## config.mk

```make
export PLATFORM = sky130hd
export DESIGN_NAME = pixel_packet_writer_flat
export DESIGN_NICKNAME = d
export VERILOG_FILES = /design/src/rtl/pixel_packet_writer_if.sv /design/src/rtl/pixel_packet_writer.sv /design/src/flat_wrapper.sv
export SDC_FILE = /design/constraint.sdc
export NUM_CORES = 1
export LEC_CHECK = 0
export ABC_AREA = 1
export CORE_MARGIN = 2
export CORE_UTILIZATION = 40
export CTS_BUF_LIST = sky130_fd_sc_hd__clkbuf_16
export DETAILED_ROUTE_END_ITERATION = 6
export DONT_BUFFER_PORTS = 1
export PLACE_DENSITY = 0.59
export SLEW_MARGIN = 30
export SYNTH_ARGS = -nofsm -noshare
export SYNTH_HDL_FRONTEND = slang
export SYNTH_SLANG_ARGS = --single-unit
export TNS_END_PERCENT = 20
```

## constraint.sdc

```tcl
create_clock -name display_clock -period 4.7 [get_ports display_clock]
set_clock_uncertainty 0.1 [all_clocks]
set_input_delay 0.235 -clock display_clock [delete_from_list [all_inputs] [get_ports display_clock]]
set_output_delay 0.235 -clock display_clock [all_outputs]
set_load 0.05 [all_outputs]
```

## src/rtl/pixel_packet_writer_if.sv

```systemverilog
// Byte-stream input and pixel-write bus of pixel_packet_writer, plus its status outputs.
// The stream follows valid/ready rules: a byte moves only on a cycle where in_valid & in_ready.
interface pixel_packet_writer_if;
  logic [7:0]  in_data;
  logic        in_valid;
  logic        in_last;
  logic        in_ready;
  logic [7:0]  ctrl_en;
  logic [15:0] ctrl_addr;
  logic [23:0] ctrl_wdat;
  logic        pkt_done;
  logic        pkt_err;
  logic [15:0] err_count;

  modport master (
    output in_data, in_valid, in_last,
    input  in_ready, ctrl_en, ctrl_addr, ctrl_wdat, pkt_done, pkt_err, err_count
  );

  modport slave (
    input  in_data, in_valid, in_last,
    output in_ready, ctrl_en, ctrl_addr, ctrl_wdat, pkt_done, pkt_err, err_count
  );
endinterface

```

## src/rtl/pixel_packet_writer.sv

```systemverilog
// Parses row packets {panel, row, R,G,B...} into one-cycle pixel writes on the shared panel bus.
// Malformed packets are swallowed up to in_last and reported through pkt_err / err_count.
module pixel_packet_writer #(
    parameter int WIDTH      = 96,
    parameter int HEIGHT     = 48,
    parameter int NUM_PANELS = 1
) (
    input  logic                 display_clock,
    input  logic                 reset_n,
    pixel_packet_writer_if.slave bus,
    output logic [2:0]           dbg_state
);

    typedef enum logic [2:0] {
        S_IDLE = 3'd0,
        S_ROW  = 3'd1,
        S_R    = 3'd2,
        S_G    = 3'd3,
        S_B    = 3'd4,
        S_DROP = 3'd5
    } state_t;

    localparam logic [15:0] WIDTH16  = 16'(WIDTH);
    localparam logic [7:0]  LAST_COL = 8'(WIDTH - 1);
    localparam logic [7:0]  HEIGHT8  = 8'(HEIGHT);
    localparam logic [7:0]  PANELS8  = 8'(NUM_PANELS);

    state_t      state;
    logic [7:0]  panel_q;
    logic        bad_q;
    logic [15:0] row_base_q;
    logic [7:0]  col_q;
    logic [7:0]  r_q;
    logic [7:0]  g_q;
    logic        accept;
    logic        take_done;
    logic        take_err;

    assign accept    = bus.in_valid & bus.in_ready;
    assign dbg_state = state;

    // Packet outcome for the byte being accepted; only the in_last byte ends a packet.
    always_comb begin
        take_done = 1'b0;
        take_err  = 1'b0;
        if (accept && bus.in_last) begin
            case (state)
                S_ROW: begin
                    if (bad_q || bus.in_data >= HEIGHT8) take_err = 1'b1;
                    else                                 take_done = 1'b1;
                end
                S_B:     take_done = 1'b1;
                default: take_err  = 1'b1;
            endcase
        end
    end

    always_ff @(posedge display_clock or negedge reset_n) begin
        if (!reset_n) begin
            state         <= S_IDLE;
            panel_q       <= '0;
            bad_q         <= 1'b0;
            row_base_q    <= '0;
            col_q         <= '0;
            r_q           <= '0;
            g_q           <= '0;
            bus.in_ready  <= 1'b0;
            bus.ctrl_en   <= '0;
            bus.ctrl_addr <= '0;
            bus.ctrl_wdat <= '0;
            bus.pkt_done  <= 1'b0;
            bus.pkt_err   <= 1'b0;
            bus.err_count <= '0;
        end else begin
            bus.in_ready <= 1'b1;
            bus.ctrl_en  <= '0;
            bus.pkt_done <= take_done;
            bus.pkt_err  <= take_err;
            if (take_err && bus.err_count != 16'hFFFF)
                bus.err_count <= bus.err_count + 16'd1;

            if (accept) begin
                case (state)
                    S_IDLE: begin
                        panel_q <= bus.in_data;
                        bad_q   <= (bus.in_data == 8'd0) || (bus.in_data > PANELS8);
                        state   <= bus.in_last ? S_IDLE : S_ROW;
                    end
                    S_ROW: begin
                        row_base_q <= {8'd0, bus.in_data} * WIDTH16;
                        col_q      <= '0;
                        if (bus.in_last)                               state <= S_IDLE;
                        else if (bad_q || bus.in_data >= HEIGHT8)      state <= S_DROP;
                        else                                           state <= S_R;
                    end
                    S_R: begin
                        r_q   <= bus.in_data;
                        state <= bus.in_last ? S_IDLE : S_G;
                    end
                    S_G: begin
                        g_q   <= bus.in_data;
                        state <= bus.in_last ? S_IDLE : S_B;
                    end
                    S_B: begin
                        bus.ctrl_en   <= panel_q;
                        bus.ctrl_addr <= row_base_q + {8'd0, col_q};
                        bus.ctrl_wdat <= {bus.in_data, g_q, r_q};
                        col_q         <= col_q + 8'd1;
                        // A full row without in_last means the packet is overlong.
                        if (bus.in_last)              state <= S_IDLE;
                        else if (col_q == LAST_COL)   state <= S_DROP;
                        else                          state <= S_R;
                    end
                    S_DROP: begin
                        if (bus.in_last) state <= S_IDLE;
                    end
                    default: state <= S_IDLE;
                endcase
            end
        end
    end

endmodule

```

## src/flat_wrapper.sv

```systemverilog
// flat-port wrapper written by rule: the top's interface ports become plain ports
module pixel_packet_writer_flat 
#(
    parameter int WIDTH      = 96,
    parameter int HEIGHT     = 48,
    parameter int NUM_PANELS = 1
)
  (display_clock, reset_n, dbg_state, bus_in_data, bus_in_valid, bus_in_last, bus_in_ready, bus_ctrl_en, bus_ctrl_addr, bus_ctrl_wdat, bus_pkt_done, bus_pkt_err, bus_err_count);
  pixel_packet_writer_if bus_i ();
  input  logic display_clock;
  input  logic reset_n;
  output logic [2:0] dbg_state;
  input wire logic [$bits(bus_i.in_data)-1:0] bus_in_data;
  input wire logic [$bits(bus_i.in_valid)-1:0] bus_in_valid;
  input wire logic [$bits(bus_i.in_last)-1:0] bus_in_last;
  output wire logic [$bits(bus_i.in_ready)-1:0] bus_in_ready;
  output wire logic [$bits(bus_i.ctrl_en)-1:0] bus_ctrl_en;
  output wire logic [$bits(bus_i.ctrl_addr)-1:0] bus_ctrl_addr;
  output wire logic [$bits(bus_i.ctrl_wdat)-1:0] bus_ctrl_wdat;
  output wire logic [$bits(bus_i.pkt_done)-1:0] bus_pkt_done;
  output wire logic [$bits(bus_i.pkt_err)-1:0] bus_pkt_err;
  output wire logic [$bits(bus_i.err_count)-1:0] bus_err_count;
  assign bus_i.in_data = bus_in_data;
  assign bus_i.in_valid = bus_in_valid;
  assign bus_i.in_last = bus_in_last;
  assign bus_in_ready = bus_i.in_ready;
  assign bus_ctrl_en = bus_i.ctrl_en;
  assign bus_ctrl_addr = bus_i.ctrl_addr;
  assign bus_ctrl_wdat = bus_i.ctrl_wdat;
  assign bus_pkt_done = bus_i.pkt_done;
  assign bus_pkt_err = bus_i.pkt_err;
  assign bus_err_count = bus_i.err_count;
  pixel_packet_writer #(.WIDTH(WIDTH), .HEIGHT(HEIGHT), .NUM_PANELS(NUM_PANELS)) u_core (.display_clock(display_clock), .reset_n(reset_n), .bus(bus_i), .dbg_state(dbg_state));
endmodule
```

---- Word level (Yosys, flattened, before mapping) ----
Index checks and enable logic that the tools add are counted.
storage, ports and cells
  register bits ........................... 113
  input port bits ......................... 12
  output and inout bits ................... 70
  word-level logic and storage cells ...... 61
cells by class
  add/sub/neg operators ................... 3
  multipliers ............................. 1
  magnitude comparators ................... 2
  equal/unequal tests ..................... 8
  mux-type cells .......................... 18
  bitwise operators ....................... 1
  reductions and logical operators ........ 14
operator list
  cell                     count
  $mux W3                  6
  $pmux W3 S6              1
  $add A15 B8 Y16          1
  $add A16 B1 Y16 const B  1
  $mux W8                  2
  $ne A16 B16 Y1 const B   1
  $pmux W8 S2              1
  $reduce_and A2 Y1        7
  $mul A8 B2 Y10 const B   1
  $add A8 B1 Y8 const B    1
  $eq A8 B7 Y1 const B     1
  $ge A8 B6 Y1 const B     1
  $gt A8 B1 Y1 const B     1
  $logic_not A8 Y1         1
  $eq A3 B2 Y1 const B     2
  $eq A3 B3 Y1 const B     2
  $mux W1                  5
  $pmux W1 S2              2
  $eq A3 B1 Y1 const B     1
  $logic_not A3 Y1         1
  $logic_and A1 B1 Y1      2
  $logic_or A1 B1 Y1       2
  $mux W2                  1
  $ne A2 B2 Y1 const B     1
  other kinds (2)          2

---- Depth between registers and ports, before layout ----
Gate-level depths: netlist of run 1.
  depth after elaboration ................. 6
  depth in mapped cells ................... 10
  gate-level depth less buffers ........... 9

---- Worst setup path before layout of run 1 ----
No wires, ideal clock.
  kind .................................... register to register
  start ................................... register u_core.bus.err_count[0]
  end ..................................... register u_core.bus.err_count[4]
  library setup time ...................... 0.123 ns
  data arrival time ....................... 1.820 ns
  data required time ...................... 4.477 ns
  setup slack ............................. 2.656 ns
  stages on the path, launching flop included .. 10
  path buffers ............................ 1
  clock period less this slack ............ 2.044 ns
  cells stage by stage .................... dfrtp_1 ha_1 inv_1 nor2_2 nand2_2 nor2_8 nor2_4 buf_6 nand2_1 nand2_1
between the ends
  cells in the longest elaborated chain, start to end .. 2
  elaborated cells on any way between the ends .. 3
  classes of those cells .................. add/sub: 1; eq/ne: 1; reduce/logical: 1
ends and longest elaborated chain
  item                                                                     RTL line                      text
  from (decl)                                                              pixel_packet_writer_if.sv:22  output in_ready, ctrl_en, ctrl_addr, ctrl_wdat, pkt_done, pkt_err, err_count
  from (signal assigned)                                                   pixel_packet_writer.sv:80     bus.err_count <= bus.err_count + 16'd1;
  parallel branches: the longest is 2 deep, another holds $add A16 B1 Y16  --
Several ways; the timed one is not identified.
A chain may end at the register's enable or synchronous reset.

---- Final worst setup path of run 1 ----
  start ................................... register u_core.state[0], in the netlist u_core.dbg_state[0]
  end ..................................... register u_core.bus.ctrl_wdat[23]
between the ends
  cells in the longest elaborated chain, start to end .. 2
ends and longest elaborated chain
  item                                RTL line                      text
  from (decl)                         pixel_packet_writer.sv:28     state_t state;
  from (signal assigned)              pixel_packet_writer.sv:87     state <= bus.in_last ? S_IDLE : S_ROW;
  from (signal assigned)              pixel_packet_writer.sv:98     state <= bus.in_last ? S_IDLE : S_G;
  from (signal assigned)              pixel_packet_writer.sv:102    state <= bus.in_last ? S_IDLE : S_B;
  $eq A3 B3 Y1                        pixel_packet_writer.sv:83     case (state)
  $reduce_and A2 Y1 (no source line)  --
  to (signal assigned)                pixel_packet_writer.sv:107    bus.ctrl_wdat <= {bus.in_data, g_q, r_q};
  to (decl)                           pixel_packet_writer_if.sv:22
No other way between the ends.

==> results of run 1 <==
[state kept, by name, summed over array words and instances (netlist names), 8 cells and up]
register / cells
u_core.bus.err_count: 16
u_core.panel_q: 8
u_core.row_base_q: 10
u_core.bus.ctrl_addr: 16
u_core.col_q: 8
u_core.bus.ctrl_en: 8
u_core.bus.ctrl_wdat: 24
u_core.g_q: 8
u_core.r_q: 8
[routing by layer]
| layer | routed length [microns] | GRT usage, % | vias to the layer above |
|---|---|---|---|
| met5 | 0 | 0 | - |
| met4 | 201 | 7.83 | 0 |
| met3 | 977 | 5.99 | 18 |
| met2 | 5560 | 28.0 | 100 |
| met1 | 5490 | 23.3 | 1985 |
| li1 | - | - | 2159 |
[cells in the mapped netlist]
cell | count | share of area (%)
nand2_1 | 249 | 17
dfrtp_1 | 113 | 51
inv_1 | 65 | 4.4
o21ai_0 | 50 | 4.5
nor2_1 | 42 | 2.9
nand3_1 | 33 | 3.0
o21ai_1 | 26 | 2.4
ha_1 | 20 | 4.5
nand4_1 | 10 | 1.1
buf_2 | 8 | 0.72
xnor2_1 | 7 | 1.1
xor2_1 | 7 | 1.1
a21oi_1 | 6 | 0.54
nand2_2 | 5 | 0.57
nor3_1 | 4 | 0.36
buf_4 | 3 | 0.41
buf_6 | 3 | 0.61
clkbuf_1 | 3 | 0.20
inv_2 | 3 | 0.20
nor2_2 | 3 | 0.34
fa_1 | 2 | 0.72
nor2_4 | 2 | 0.41
a21boi_0 | 1 | 0.14
a22oi_1 | 1 | 0.14
a31oi_1 | 1 | 0.11
conb_1 | 1 | 0.068
nand3_2 | 1 | 0.18
nand3b_1 | 1 | 0.14
nor2_8 | 1 | 0.36
nor2b_1 | 1 | 0.11
nor3_2 | 1 | 0.18
o2111ai_1 | 1 | 0.16
o21ai_2 | 1 | 0.16
or2_2 | 1 | 0.11
[worst max-delay path by stage]
stage	start	slack (ns)	cells past startpoint	end
3_5_place_dp	u_core.dbg_state[0]	2.28	6	u_core.bus.ctrl_wdat[23]
4_1_cts	u_core.dbg_state[0]	2.27	6	u_core.bus.ctrl_wdat[17]
3_3_place_gp	u_core.dbg_state[0]	2.33	6	u_core.bus.ctrl_wdat[23]
6_report	u_core.dbg_state[0]	2.26	7	u_core.bus.ctrl_wdat[23]
2_1_floorplan	u_core.bus.err_count[0]	2.66	9	u_core.bus.err_count[4]
5_1_grt	u_core.dbg_state[0]	2.06	7	u_core.bus.ctrl_wdat[17]
[logic make-up after synthesis]
logic type,synth area share (%)
adder cells (fa/ha/maj),5.25
AO/OA/AOI/OAI,8.12
XOR/XNOR,2.22
other,0.0678
flip-flops,51.1
buffers and inverters,6.56
AND/OR/NAND/NOR,26.6
[cell type report]
class,count,area [sq um]
fillers,1296,7030
clock inverters,14,173
clock buffers,17,425
well taps,176,220
repair buffers,6,75.1
flip-flops and latches,113,2830
inverters,68,255
multi-input cells,478,2340
[repair_timing]
action | 4_1_cts | 5_1_grt
endpoints found under the hold margin | 121 | 0
buffers inserted | 0 | 0
endpoints found under the setup margin | 0 | 0
hold buffers | 5 | 0
[power groups by stage]
stage / combinational (mW) / sequential, mW / clock, mW
after global routing: 0.661 / 2.08 / 1.38
after global placement: 0.513 / 2.05 / 0
after CTS: 0.562 / 2.04 / 1.33
after detailed placement: 0.531 / 2.06 / 0
after floorplan: 0.450 / 1.97 / 0
final: 0.556 / 2.04 / 1.30
[stage by stage]
step | setup WS (ns) | area [sq um] | hold slack (ns) | cells | utilization [%]
floorplan | 2.66 | 5530 | -0.161 | 676 | -
global placement | 2.33 | 5650 | -0.156 | 836 | 42.3
detailed placement | 2.28 | 5650 | -0.156 | 836 | 42.3
CTS | 2.27 | 6310 | 0.0125 | 872 | 47.3
global route | 2.06 | 6310 | 0.0428 | 872 | 47.3
finish | 2.26 | 6310 | 0.0270 | 872 | 47.3
==> impl_metrics.toml, run 1 <==
[run_status]
status = "finished clean"

[critical_path]
criticalPathCategory = "flip-flop to flip-flop"
crit_required_ns = 4.93
slowest_delay_ns = 0.78
end_kind = "flip-flop"
cp_common_cell = "nand2_2"
cp_max_fo = 40
crit_chain = "nor2_2, nand2_2, inv_2, nand2_2, buf_4, nand2_1, o21ai_0"
cp_slowest_cell = "dfrtp_1"
rr_startpoint = "u_core.dbg_state[0]"
cp.buffers_inverters = 2
regToRegSetupSlack_ns = 2.26
reg2regPathDepth = 7
r2r_end = "u_core.bus.ctrl_wdat[23]"
arrival_ns = 2.67
path_delay_family = "simple AND/OR/NAND/NOR gates"
start_kind = "flip-flop"

[global_route]
grt_start_max_net_pins = 114
grt-ovfl-total = 0
grt_pass1_vias = 4247
grt_util_all_layers_pct = 18.1
antenna_found_initial = 0
grt_pass1_wl_microns = 20800

[routing]
wl_per_cell_microns = 14.0
antenna_left = 0
routed_wirelength_microns = 12200
initialDrtViolationCount = 335
viasPerCell = 4.89
dr.pass1.iters = 4
vias = 4262
drc = 0

[logic_synthesis]
ys_seq_area_share_pct = 51.1
synth_area_per_cell_sq_um = 8.18
ys_types = 34
synthesis.nets = 710
synth_cells = 676
syn_area_sq_um = 5530
ys_ff_latch = 113
ys_warn_count = 0

[placement]
port_buffers = 0
globalplace.congestion = 0.831
place_hpwl_microns = 8530

[finish]
layout_common_cells = "nand2_1, dfrtp_1, inv_1"
n_antenna_cell = 0
mostFrequentLayoutCell = "nand2_1"
drive_gt1_share_pct = 6.75
layout.nets = 718
area_growth_pct = 14.2

[min_path]
min_to = "u_core.r_q[5]"
hp-start = "bus_in_data[5]"
min_path_type = "input port to flip-flop"
min_delay_path_depth = 2

[power_and_ir_drop]
switching_share_pct = 39.8
finalPower_mw = 3.89
p_int_mw = 2.34
pwr-share-clk_pct = 33.4
p_comb_share_pct = 14.3
peakVddDrop_v = 0.000285
p_leak_nw = 3.23
pwr-share-seq_pct = 52.4
p_switching_mw = 1.55
power_density_nw_per_um2 = 617

[sta]
clock.fmax_ghz = 0.410
grt_setup_unrepaired = "false"
slew_headroom_pct = 48.8
worstMarginPinSlew_ns = 0.768
final-hold-violation-count = 0
finalCritPeriodShare_pct = 51.9
period_needed_ns = 2.44
finalSetupViolations = 0
slew_violations = 0
fin_tns_setup_ns = 0

[die]
die_area_sq_um = 14800
ios = 82
design.core.area_sq_um = 13300
die_x_microns = 122
initial_core_util_pct = 41.4
rows = 42
die_y_microns = 122

[clocking]
cts.sinks = 113
cts.clk_slew.worst_paths_ns = 0.05
clk_path_buf_depth = 2
ctsResizeCount = 0
clk_latency_ns = 0.41
cts-buffers-inserted = 17
cts_tree = "yes"
root_buffer = "clkbuf_16"
h-tree-depth = 4

[job]
max_cap_viol_count = 0
Note: power is estimated with default switching activity, not from simulation.
==> run 2, diff against run 1 <==
==> constraint.sdc (replaced) <==
create_clock -name display_clock -period 2.26 [get_ports display_clock]
set_clock_uncertainty 0.1 [all_clocks]
set_input_delay 0.113 -clock display_clock [delete_from_list [all_inputs] [get_ports display_clock]]
set_output_delay 0.113 -clock display_clock [all_outputs]
set_load 0.05 [all_outputs]
==> run 2 against run 1 <==
The flow now finishes with violations (hold timing). Register-to-register slack worse by 2.1 ns. Die area stayed put. Clock-buffer cell count stayed put. Clock power is 110% higher. Total power is 110% higher. Non-clock buffer count is 27 higher. Combinational power grew to 2.5 times the previous value. Worst setup slack worse by 2.1 ns. Wire length is 5.1% higher. Sequential share of layout area is 1.4 points lower. Fmax is 15% higher. First-iteration DRC count is 0.90% lower. Critical endpoint is now u_core.dbg_state[1]. Largest cell class unchanged.
==> impl_metrics.toml, run 2 (synthesis gave the netlist of run 1 again) <==
[finish]
multiInputGateArea_sq_um = 2340
utilization_pct = 48.8
drive_gt1_share_pct = 9.81
largest_reg_flops = 24
nFillCells = 1320
regMostFlops = "u_core.bus.ctrl_wdat"
area_growth_pct = 17.9
seq_area_sq_um = 2830
reg_top3 = "u_core.bus.ctrl_wdat x24, u_core.bus.ctrl_addr x16, u_core.bus.err_count x16"
layout.nets = 745
n_antenna_cell = 0
mostFrequentLayoutCell = "nand2_1"
layout_common_cells = "nand2_1, dfrtp_1, inv_1"

[placement]
globalplace.congestion = 0.852
place_ws_ns = 0.219
port_buffers = 0
place_hpwl_microns = 8780

[die]
die_x_microns = 122
design.core.area_sq_um = 13300
die_area_sq_um = 14800
initial_core_util_pct = 41.4
ios = 82
die_y_microns = 122
rows = 42

[sta]
worstMarginPinSlew_ns = 0.576
finalCritPeriodShare_pct = 93.6
fin_tns_setup_ns = 0
finalSetupViolations = 0
final-hold-violation-count = 113
setup_ws_ns = 0.144
grt_setup_unrepaired = "false"
clock.fmax_ghz = 0.473
holdWs_ns = -0.721
slew_violations = 0
slew_headroom_pct = 61.5
period_needed_ns = 2.12

[clocking]
h-tree-depth = 4
cts_hold_buf = 10
cts_tree = "yes"
clk_latency_ns = 0.42
cts-buffers-inserted = 17
cts.clk_slew.worst_paths_ns = 0.06
root_buffer = "clkbuf_16"
ctsResizeCount = 0
cts.sinks = 113
cts_setup_buffers = 0
clk_path_buf_depth = 2

[routing]
antenna_left = 0
wl_per_cell_microns = 14.3
vias = 4451
viasPerCell = 4.95
drc = 0
initialDrtViolationCount = 332
dr.pass1.iters = 5
routed_wirelength_microns = 12900

[critical_path]
arrival_ns = 2.32
criticalPathCategory = "flip-flop to flip-flop"
cp_max_fo = 7
crit_required_ns = 2.46
start_kind = "flip-flop"
end_kind = "flip-flop"

[global_route]
grt_start_max_net_pins = 114
grt-ovfl-total = 0
grt_pass1_wl_microns = 21400
grt_pass1_vias = 4423
antenna_found_initial = 0
grt_util_all_layers_pct = 18.7

[power_and_ir_drop]
finalPower_mw = 8.14
p_leak_nw = 3.36
peakVddDrop_v = 0.000684
power_density_nw_per_um2 = 1250

[min_path]
min_path_type = "input port to async pin"

[run_status]
status = "finished, violations left"
violations = "hold timing"

[job]
max_cap_viol_count = 0
## run 2: cell count changes in the layout (fill, tap and decap cells not counted)
cell,previous run,this run
buf_16,1,0
clkinv_4,1,2
buf_4,1,22
inv_6,1,2
bufinv_16,4,3
dlygate4sd3_1,4,10
buf_12,0,1
clkinv_1,2,1
inv_1,67,66
clkinvlp_4,0,2
## run 2: power breakdown
| part | switching, mW | total [mW] | leakage [nW] | internal (mW) |
|---|---|---|---|---|
| registers | 1.42 | 4.03 | 1.51 | 2.61 |
| logic | 0.889 | 1.41 | 1.56 | 0.523 |
| clock network | 0.980 | 2.70 | 0.292 | 1.72 |
## run 2: final cells by class
class | count | share of cell area (%)
Tap cell | 176 | 3.38
Sequential cell | 113 | 43.4
Multi-Input combinational cell | 478 | 35.9
Inverter | 68 | 3.91
Timing Repair Buffer | 33 | 4.38
Clock buffer | 17 | 6.52
Clock inverter | 15 | 2.57
## run 2: final timing paths
| path | start | endpoint | slack (ns) | depth (start not counted) |
|---|---|---|---|---|
| max | u_core.col_q[0] | u_core.dbg_state[1] | 0.14 | 9 |
| min | reset_n | u_core.bus.ctrl_wdat[13] | -0.72 | 0 |
| max reg2reg | u_core.col_q[0] | u_core.dbg_state[1] | 0.14 | 9 |
| min reg2reg | u_core.bad_q | u_core.bad_q | 0.38 | 2 |
| max in group asynchronous | reset_n | u_core.bus.ctrl_addr[7] | 2.62 | 0 |
| min in group display_clock | bus_in_data[4] | u_core.row_base_q[9] | 0.02 | 3 |
## run 2: through the flow
| stage | hold WS [ns] | cell area, sq um | std cells |
|---|---|---|---|
| CTS | -0.730 | 6520 | 900 |
| global route | -0.740 | 6520 | 900 |
| floorplan | -0.283 | 5530 | 676 |
| global placement | -0.279 | 5830 | 858 |
| detailed placement | -0.278 | 5830 | 858 |
| finish | -0.721 | 6520 | 900 |
## run 2: worst max-delay path, stage by stage (launching register included)
cell and delay, ns:
dfrtp_1 0.46, ha_1 0.23, nand2_1 0.08, nor2_1 0.26, nand2_1 0.09, nand2_1 0.07, nand3b_1 0.07, nand2_1 0.06
nand2_1 0.04, dlygate4sd3_1 0.54
## run 2: metal layers
metal  track usage (%)  up-vias  share of wire, %
met5                 0        -                 0
met4              7.61        0               1.6
met3              6.65       17               6.3
met2              29.6      101                46
met1              23.5     2116                46
li1                  -     2217                 -
==> run 3, diff against run 2 <==
--- a/config.mk
+++ b/config.mk
@@ -6,12 +6,12 @@
 export NUM_CORES = 1
 export LEC_CHECK = 0
 export ABC_AREA = 1
+export BUFFER_PORTS_ARGS = -buffer_cell sky130_fd_sc_hd__buf_2
 export CORE_MARGIN = 2
 export CORE_UTILIZATION = 40
 export CTS_BUF_LIST = sky130_fd_sc_hd__clkbuf_16
 export DETAILED_ROUTE_END_ITERATION = 6
-export DONT_BUFFER_PORTS = 1
-export PLACE_DENSITY = 0.59
+export PLACE_DENSITY = 0.64
 export SLEW_MARGIN = 30
 export SYNTH_ARGS = -nofsm -noshare
 export SYNTH_HDL_FRONTEND = slang
==> run 3 against run 2 <==
Flip-flop and latch count did not move. Largest cell class unchanged. The run now ends clean. Fmax rose by 4.1%. Critical path type unchanged. Non-clock buffer count up 60. Design area is 2.5% higher. Register-to-register slack improved by 0.08 ns. Clock-buffer cell count is the same.
==> impl_metrics.toml, run 3 (synthesis gave the netlist of run 1 again) <==
[critical_path]
slowest_delay_ns = 0.41
cp_max_fo = 5
regToRegSetupSlack_ns = 0.23
rr_startpoint = "u_core.col_q[5]"
crit_chain = "ha_1, inv_1, fa_1, o21ai_0, nand2_1, xnor2_1, nand2_1, nand2_1"
cp_slowest_cell = "dfrtp_1"
r2r_end = "u_core.bus.ctrl_addr[9]"
cp_common_cell = "nand2_1"
end_kind = "flip-flop"
criticalPathCategory = "flip-flop to flip-flop"
reg2regPathDepth = 8
start_kind = "flip-flop"
cp.buffers_inverters = 1
arrival_ns = 2.23
crit_required_ns = 2.46
path_delay_family = "adder cells"

[clocking]
root_buffer = "clkbuf_16"
cts.sinks = 113
cts.clk_slew.worst_paths_ns = 0.05
cts-buffers-inserted = 17
clk_path_buf_depth = 2
cts_tree = "yes"
clk_latency_ns = 0.41
ctsResizeCount = 0
h-tree-depth = 4

[sta]
worstMarginPinSlew_ns = 0.625
fin_tns_setup_ns = 0
clock.fmax_ghz = 0.492
period_needed_ns = 2.03
finalCritPeriodShare_pct = 89.9
finalSetupViolations = 0
final-hold-violation-count = 0
holdWs_ns = 0.0286
grt_setup_unrepaired = "false"
slew_headroom_pct = 58.3
slew_violations = 0

[global_route]
grt_pass1_vias = 4538
grt_util_all_layers_pct = 18.6
grt-ovfl-total = 0
antenna_found_initial = 0
grt_start_max_net_pins = 47
grt_pass1_wl_microns = 21500

[finish]
final_area_sq_um = 6680
mostFrequentLayoutCell = "nand2_1"
drive_gt1_share_pct = 17.5
layout.nets = 805
regMostFlops = "u_core.bus.ctrl_wdat"
n_antenna_cell = 0
largest_reg_flops = 24
reg_top3 = "u_core.bus.ctrl_wdat x24, u_core.bus.ctrl_addr x16, u_core.bus.err_count x16"
layout_common_cells = "nand2_1, dfrtp_1, buf_2"
area_growth_pct = 20.9

[min_path]
min_to = "u_core.bus.ctrl_wdat[21]"
hp-start = "bus_in_data[5]"
min_path_type = "input port to flip-flop"
min_delay_path_depth = 3

[power_and_ir_drop]
power_density_nw_per_um2 = 1210
p_leak_nw = 3.63
peakVddDrop_v = 0.000870

[routing]
routed_wirelength_microns = 12800
initialDrtViolationCount = 384
antenna_left = 0
viasPerCell = 4.85
dr.pass1.iters = 6
wl_per_cell_microns = 13.4
vias = 4652
drc = 0

[placement]
placed_area_sq_um = 6140
port_buffers = 81
place_hpwl_microns = 9200
globalplace.congestion = 0.930

[die]
rows = 42
die_x_microns = 122
initial_core_util_pct = 41.4
die_y_microns = 122
die_area_sq_um = 14800
ios = 82
design.core.area_sq_um = 13300

[job]
max_cap_viol_count = 0

[run_status]
status = "finished clean"
-- run 3: cell count changes in the layout (fill, tap and decap cells not counted), moves of 2 or more --
cell and delta:
buf_2 +80, buf_4 -12, dlygate4sd3_1 -8, clkinv_2 +3, bufinv_16 -2, clkinv_1 +2
inv_6 -2
-- run 3: area by class of cell --
type / count / area [sq um]
clock buffer: 17 / 425
fill: 1298 / 6670
tap: 176 / 220
sequential: 113 / 2830
multi-input combinational: 478 / 2340
inverter: 68 / 255
clock inverter: 14 / 100
timing repair buffer: 93 / 515
-- run 3: routing by layer --
metal  routed length (microns)  part of all wire [%]  track usage (%)  vias up
li1                          -                     -                -     2323
met1                      5950                    46             24.6     2201
met2                      6120                    48             30.0      116
met3                       636                   5.0             5.34       12
met4                       125                  0.97             5.68        0
met5                         0                     0                0        -
-- run 3: worst min-delay path: cells and delay by family --
family                 cells  cell delay, ns
AOI/OAI and AO/OA          1            0.15
buffers and inverters      2            0.24
-- run 3: worst max-delay path by stage --
stage	startpoint	to	cells past startpoint
floorplan	u_core.bus.err_count[0]	u_core.bus.err_count[4]	9
global placement	u_core.col_q[5]	u_core.bus.ctrl_addr[11]	8
detailed placement	u_core.col_q[5]	u_core.bus.ctrl_addr[9]	8
CTS	u_core.col_q[5]	u_core.bus.ctrl_addr[13]	7
global route	u_core.col_q[5]	u_core.bus.ctrl_addr[9]	8
finish	u_core.col_q[5]	u_core.bus.ctrl_addr[9]	8
-- run 3: per-stage QoR --
step                      instances  total power, mW  worst slack, ns  util, %
after CTS                       959             8.17            0.253     50.1
after floorplan                 676             5.02            0.216        -
after global placement          926             5.69            0.325     46.0
final                           959             8.10            0.229     50.1
after global routing            959             8.59           0.0110     50.1
after detailed placement        926             5.75            0.245     46.0
-- run 3: power breakdown --
group          leakage, nW  switching (mW)  internal (mW)
sequential            1.51           0.457           2.63
clock                0.260           0.909           1.47
combinational         1.86            1.95          0.682
total                 3.63            3.31           4.79
-- run 3: repair_timing --
action / CTS / global route
endpoints found under the hold margin: 44 / 0
buffers inserted: 0 / 0
hold buffers: 2 / 0
